## config.mk

```make
export PLATFORM = sky130hd
export DESIGN_NAME = attn_lane_cmp
export DESIGN_NICKNAME = d
export VERILOG_FILES = /design/src/rtl/attn_pkg.sv /design/src/rtl/attn_lane_cmp.sv
export SDC_FILE = /design/constraint.sdc
export NUM_CORES = 1
export LEC_CHECK = 0
export ABC_AREA = 1
export BUFFER_PORTS_ARGS = -buffer_cell sky130_fd_sc_hd__clkbuf_2
export CORE_UTILIZATION = 51
export DETAILED_ROUTE_END_ITERATION = 8
export GPL_TIMING_DRIVEN = 0
export PLACE_DENSITY = 0.75
export RECOVER_POWER = 50
export SLEW_MARGIN = 10
export SYNTH_ARGS = -nofsm -noshare
export SYNTH_HDL_FRONTEND = slang
export SYNTH_SLANG_ARGS = --single-unit
```

## constraint.sdc

```tcl
create_clock -name vclk -period 1.9
set_clock_uncertainty 0.05 [all_clocks]
set_input_delay 0.095 -clock vclk [all_inputs]
set_output_delay 0.095 -clock vclk [all_outputs]
set_load 0.02 [all_outputs]
```

## src/rtl/attn_pkg.sv

```systemverilog
// Shared sizing defaults and FSM encoding for the attention result checker.
package attn_pkg;

   localparam int unsigned DATA_W = 16;
   localparam int unsigned N_ELEM = 32;

   typedef enum logic [1:0] {
      ST_IDLE  = 2'd0,
      ST_CHECK = 2'd1,
      ST_DONE  = 2'd2
   } state_t;

endpackage

```

## src/rtl/attn_lane_cmp.sv

```systemverilog
// One comparison lane: saturated absolute difference of raw codes and tolerance test.
module attn_lane_cmp
   import attn_pkg::*;
#(
   parameter int unsigned DATA_W = attn_pkg::DATA_W,
   parameter int unsigned TOL    = 0
)(
   input  logic [DATA_W-1:0] act,
   input  logic [DATA_W-1:0] exp,
   output logic              mismatch,
   output logic [DATA_W-1:0] diff
);
   localparam logic [DATA_W:0] TOL_W = (DATA_W + 1)'(TOL);

   logic [DATA_W:0] wide;

   always_comb begin
      if (act >= exp) wide = {1'b0, act} - {1'b0, exp};
      else            wide = {1'b0, exp} - {1'b0, act};
      diff     = wide[DATA_W] ? '1 : wide[DATA_W-1:0];
      mismatch = ({1'b0, diff} > TOL_W);
   end

endmodule

```

Word-level counts from Yosys, hierarchy flattened
Cells that the tools add are included.
{"block": "word_totals", "regBits": 0, "latch_bits": 0, "ramBits": 0, "mem_bits_ro": 0, "out_inout_bits": 17, "mem_count": 0}
{"block": "op_classes", "add_sub_neg": 2, "n_mul": 0, "div_mod_pow": 0, "magnitude_cmp": 2, "eq_ne": 0, "n_shift": 0, "muxes": 2, "n_bitwise": 0, "reduce_logical": 0}
{"op": "subtractor 16 x 16 -> 17 bit", "n": 2}
{"op": "two-way mux 17 bit", "n": 1}
{"op": ">= comparator 16 bit", "n": 1}
{"op": "greater-than comparator 16 x 1 -> 1 bit (second input constant)", "n": 1}
{"op": "two-way mux 16 bit", "n": 1}

Longest topological paths before layout
Gate-level depths: netlist of run 1.
{"block": "logic_depth", "depth_word": 4, "ltp_mapped": 19, "mapped_depth_nobuf": 17}

Worst setup path before layout of run 1
No wires, ideal clock.
{"block": "synth_timing", "path_type": "input port to output port", "start": "input port act[7]", "end": "output port mismatch", "t_arrival_ns": 1.918, "t_required_ns": 1.755, "path_slack_ns": -0.163, "stages": 15, "n_path_buf": 2, "cell_sequence": "inv_1 -> ha_1 -> buf_2 -> nand2_2 -> inv_2 -> nand2_1 -> nand2_1 -> inv_2 -> nand3_2 -> nand2_4 -> nand2_8 -> buf_6 -> o21ai_1 -> nor2_1 -> nand3_1"}
{"block": "synth_between", "elab_chain_cells": 4, "elab_cells_between_ends": 6, "classes_between": "add/sub (2); order compare (2); mux (2)"}
{"item": "start, declared", "line": "attn_lane_cmp.sv:8", "text": "input logic [DATA_W-1:0] act,"}
{"item": "subtractor 16 x 16 -> 17 bit, or another cell as far along", "line": "attn_lane_cmp.sv:19", "text": "else wide = {1'b0, exp} - {1'b0, act};"}
{"item": "two-way mux 17 bit (*)", "line": "attn_lane_cmp.sv:18", "text": "if (act >= exp) wide = {1'b0, act} - {1'b0, exp};"}
{"item": "two-way mux 16 bit (*)", "line": "attn_lane_cmp.sv:20", "text": "diff = wide[DATA_W] ? '1 : wide[DATA_W-1:0];"}
{"item": "named net diff[1]", "line": "attn_lane_cmp.sv:11", "text": "output logic [DATA_W-1:0] diff"}
{"item": "greater-than comparator 16 x 1 -> 1 bit (*)", "line": "attn_lane_cmp.sv:21", "text": "mismatch = ({1'b0, diff} > TOL_W);"}
{"item": "end, declared", "line": "attn_lane_cmp.sv:10", "text": "output logic mismatch,"}
The timed path passes the listed nets; every way through them passes the cells marked *.

Worst setup path in the final report of run 1
{"block": "layout_timing", "start": "input port act[15]", "end": "output port mismatch"}
{"block": "layout_between", "elab_chain_cells": 4, "elab_cells_between_ends": 6, "classes_between": "add/sub (2); order compare (2); mux (2)"}
{"item": "subtractor 16 x 16 -> 17 bit, or another cell as far along", "line": "attn_lane_cmp.sv:19"}
{"item": "two-way mux 17 bit (*)", "line": "attn_lane_cmp.sv:18"}
{"item": "two-way mux 16 bit (*)", "line": "attn_lane_cmp.sv:20"}
{"item": "greater-than comparator 16 x 1 -> 1 bit (*)", "line": "attn_lane_cmp.sv:21"}
Every way passes the cells marked *; elsewhere a longest branch is shown, timed or not.

==> out/qor.csv, run 1 <==
metric;value;unit
num_antenna_cells;0;
dr_total_vias;3800;
nets;646;
p_leak;2.278;nW
core.rowCount;24;
syn_avg_cell_area;5.051;um^2
critPathLaunchType;primary input;
drc;2;
syn_area;2470;um^2
hold_viol;0;
cp.arrival;2.33;ns
die_w;71.59;um
nClkBuffers;0;
synth_top_area_frac;0.2964;
dpl_worst_slack;-0.6084;ns
crit_path_end_kind;primary output;
slew_violations;0;
grt_usage;0.3379;
setup_violations;17;
place_congestion;0.9604;
yosysSeqAreaShare;0;
fin_tns_setup;-7.396;ns
seq_area;0;um^2
overflow;0;
synth_nets;555;
wl_per_cell;18.81;um
synth_cell_types;32;
worst_slack;-0.5775;ns
yosys-top-cells-area;nand2_1 (30%), ha_1 (16%), inv_1 (15%), nand3_1 (9.7%), nor2_1 (4.0%);
period_needed;2.477;ns
core;4504;um^2
fin_crit_sh;1.304;
dpl.cell_count;590;
yosys_warnings;0;
power.total;1.940;mW
grt_pass1_vias;3142;
finalNonFillerCells;630;
area_growth;64.03;%
crit_type;in -> out;
max_slew_margin;0.7294;
viasPerCell;6.032;
violations;DRC, setup timing;
antenna_found_initial;0;
seq_cells;0;
grt_max_degree;11;
first_pass_iters;9;
hold_path.class;in -> out;
outcome;finished with violations;
routed_wl;11850;um
die_y;71.59;um
port_buffers;49;
worstMarginPinSlew;0.4032;ns
holdBufCountCts;0;
endpoint;mismatch;
irDropWorstVdd;0.2313;mV
syn-instance-count;489;
synth_top_area_cell;nand2_1;
ant_nets;0;
drive_above_1_share;0.4550;
startpoint;act[15];
power.density;478.8;nW/um^2
required;1.75;ns
drtIter0Drc;550;
max_freq;403.6;MHz
synthTopCellsByCount;nand2_1 (195), inv_1 (98), nand3_1 (48);
grt_pass1_wl;13990;um
rsz0062_at_grt;true;
cp_max_fo;7;
hpwlAfterDp;6140;um
synth_most_common_cell;nand2_1;
io_pins;49;
start_util;0.5483;
drv_cap;0;
final_util;0.8994;
design.die.area;5125;um^2
==> placed cells by master, fill, tap and decap left out, drive strengths merged <==
| cell | synthesis | final |
|---|---|---|
| fa | 2 | 2 |
| o21ai | 6 | 6 |
| nor2 | 31 | 31 |
| xnor2 | 1 | 1 |
| and2 | 1 | 1 |
| nand4 | 10 | 10 |
| buf | 8 | 68 |
| or2 | 1 | 1 |
| nand3b | 1 | 1 |
| inv | 107 | 107 |
| nand3 | 50 | 50 |
| ha | 32 | 32 |
| o22ai | 1 | 1 |
| o21a | 1 | 1 |
| a21oi | 17 | 17 |
| nand2 | 208 | 208 |
| xor2 | 9 | 9 |
| nor3 | 3 | 3 |
| clkbuf | 0 | 29 |
==> cells by family (layout without fill, tap and decap cells) <==
group | count (synthesis) | in the layout | share of synthesized area
buffers and inverters | 115 | 204 | 0.1884
AO/OA/AOI/OAI | 25 | 25 | 0.05218
adder cells (fa/ha/maj) | 34 | 34 | 0.1783
AND/OR/NAND/NOR | 305 | 305 | 0.5456
XOR/XNOR | 10 | 10 | 0.03546
==> report_power, final <==
part           leakage, nW  total (mW)  switching [mW]  internal [mW]
clock                    0           0               0              0
combinational         2.28        1.94            1.13          0.809
sequential               0           0               0              0
==> layout make-up <==
| class | count | area (um^2) |
|---|---|---|
| multi-input combinational | 374 | 2664 |
| buffer | 4 | 61.31 |
| timing repair buffer | 93 | 844.6 |
| inverter | 107 | 416.7 |
| fill | 216 | 452.9 |
| tap | 52 | 65.06 |
==> critical path: stages <==
cell and delay (ns):
clkbuf_2 0.11, inv_1 0.07, ha_4 0.31, nand2_2 0.13, nor2_4 0.16, nand2_2 0.08, inv_2 0.10, nand2_2 0.09
inv_4 0.08, nor2_8 0.04, nand2_8 0.11, buf_12 0.12, inv_8 0.04, nand2_1 0.07, nand2_1 0.09, inv_1 0.13
nand3_2 0.12, nor2_2 0.12, nand3_2 0.11, buf_8 0.14
==> layer usage <==
layer | routed length (um) | track usage
met1 | 4054 | 0.4143
met2 | 5300 | 0.6254
met3 | 1627 | 0.04219
met4 | 867 | 0.08061
met5 | 0 | 0
==> worst min path at each step <==
stage,from,end,slack [ns],depth (start not counted)
final,exp[0],diff[0],0.66,4
after floorplan,exp[0],diff[0],0.41,2
after global routing,exp[0],diff[0],0.67,4
after global placement,exp[0],diff[0],0.61,4
after detailed placement,exp[0],diff[0],0.61,4
after CTS,exp[0],diff[0],0.61,4
==> through the flow <==
step / hold WS, ns / cell area, um^2
after global placement: 0.6133 / 2925
after global routing: 0.6748 / 4051
after detailed placement: 0.6123 / 2925
after floorplan: 0.4092 / 2615
final: 0.6573 / 4051
after CTS: 0.6116 / 3511
==> what timing repair did <==
item | CTS | global route
buffers inserted | 20 | 21
setup endpoints to repair | 17 | 17
cloned | 2 | 1
resized for setup | 93 | 127
pin swaps | 23 | 61
Note: power is estimated with default switching activity, not from simulation.
==> run 2: changes to the inputs <==
CELL_PAD_IN_SITES_DETAIL_PLACEMENT = 0   (was unset)
CELL_PAD_IN_SITES_GLOBAL_PLACEMENT = 1   (was unset)
CORE_UTILIZATION = 30   (was 51)
PLACE_DENSITY = unset   (was 0.75)
PLACE_DENSITY_LB_ADDON = 0.1   (was unset)
==> out/qor.csv, run 2 (synthesis gave the netlist of run 1 again) <==
metric;value;unit
outcome;finished with violations;
violations;setup timing;
io_pins;49;
startpoint;act[15];
rsz0062_at_grt;true;
mostFrequentLayoutCells;nand2_1 (143), inv_1 (74), nand2_2 (42);
overflow;0;
hold_viol;0;
grt_usage;0.1943;
cp.arrival;2.01;ns
viasPerCell;4.618;
slowest_delay;0.32;ns
nets;646;
cp_top_family;simple AND/OR/NAND/NOR gates;
design.die.area;8600;um^2
dpl.cell_count;640;
seq_cells;0;
fin_tns_setup;-2.173;ns
crit_path_end_kind;primary output;
drv_cap;0;
max_freq;463.8;MHz
antenna_found_initial;0;
path_buf_inv;7;
grt_pass1_vias;2854;
slowest_stage;ha_4;
crit_type;in -> out;
holdBufCountCts;0;
path_cells;clkbuf_2 -> inv_1 -> ha_4 -> clkinvlp_4 -> nor3_4 -> nand2_4 -> nand2_8 -> buf_12 -> inv_12 -> nand2_1 -> nand2_1 -> inv_2 -> nand3_1 -> nor2_2 -> nand3_2 -> buf_8;
path_common_cell;nand2_1;
dr_total_vias;3140;
drc;0;
ant_nets;0;
grt_pass1_wl;13580;um
max_slew_margin;0.7850;
nClkBuffers;0;
place_congestion;0.8455;
die_w;92.74;um
port_buffers;49;
drtIter0Drc;90;
hold_start;exp[0];
power.total;1.700;mW
routed_wl;8580;um
layout_commonest_cell;nand2_1;
num_antenna_cells;0;
wl_per_cell;12.62;um
seq_area;0;um^2
die_y;92.74;um
core.rowCount;32;
hpwlAfterDp;6800;um
power.density;412.5;nW/um^2
finalNonFillerCells;680;
slew_violations;0;
area_growth;66.87;%
core;7848;um^2
drive_above_1_share;0.4394;
grt_max_degree;10;
setup_violations;16;
period_needed;2.156;ns
cp_max_fo;7;
first_pass_iters;4;
hold_path.class;in -> out;
n_fill_cell;813;
required;1.75;ns
p_leak;2.258;nW
final_util;0.5252;
irDropWorstVdd;0.1134;mV
fin_crit_sh;1.135;
start_util;0.3147;
worstMarginPinSlew;0.3215;ns
worst_slack;-0.2560;ns
critPathLaunchType;primary input;
## run 2: cell count changes in the layout (fill, tap and decap cells not counted), sizes merged
cell / change
clkinvlp: +1
clkbuf: -4
inv: -1
buf: +4
## run 2: power by group
part | switching, mW | internal (mW)
Combinational | 0.943 | 0.757
Clock | 0 | 0
Sequential | 0 | 0
Total | 0.943 | 0.757
## run 2: area by class of cell
type / instances / area, um^2 / share of cell area
multi-input combinational: 374 / 2669 / 0.6475
buffer: 3 / 41.29 / 0.01002
timing repair buffer: 94 / 850.8 / 0.2064
inverter: 107 / 432.9 / 0.1050
tap: 102 / 127.6 / 0.03097
## run 2: path summary, 6_finish.rpt
check                       to  cells past startpoint
worst max-delay path  mismatch                     16
worst min-delay path   diff[0]                      4
## run 2: timing repair
item	4_1_cts	5_1_grt
resized for setup	100	131
hold endpoints to repair	0	0
endpoints found under the setup margin	17	17
cloned	3	0
setup buffers	23	19
pin swaps	35	59
## run 2: layer usage
metal / vias up / GRT usage / part of all wire
met4: 0 / 0.008974 / 0.0040
met2: 75 / 0.3383 / 0.47
met3: 3 / 0.007389 / 0.045
met1: 1397 / 0.2770 / 0.49
li1: 1665 / - / -
met5: - / 0 / 0
## run 2: metrics by stage
stage	hold slack (ns)	setup slack, ns	area, um^2
finish	0.6276	-0.2560	4121
global route	0.6429	-0.3816	4121
CTS	0.6373	-0.3449	3669
detailed placement	0.6377	-0.5774	2988
global placement	0.6329	-0.5580	2988
floorplan	0.4092	0.00001332	2615
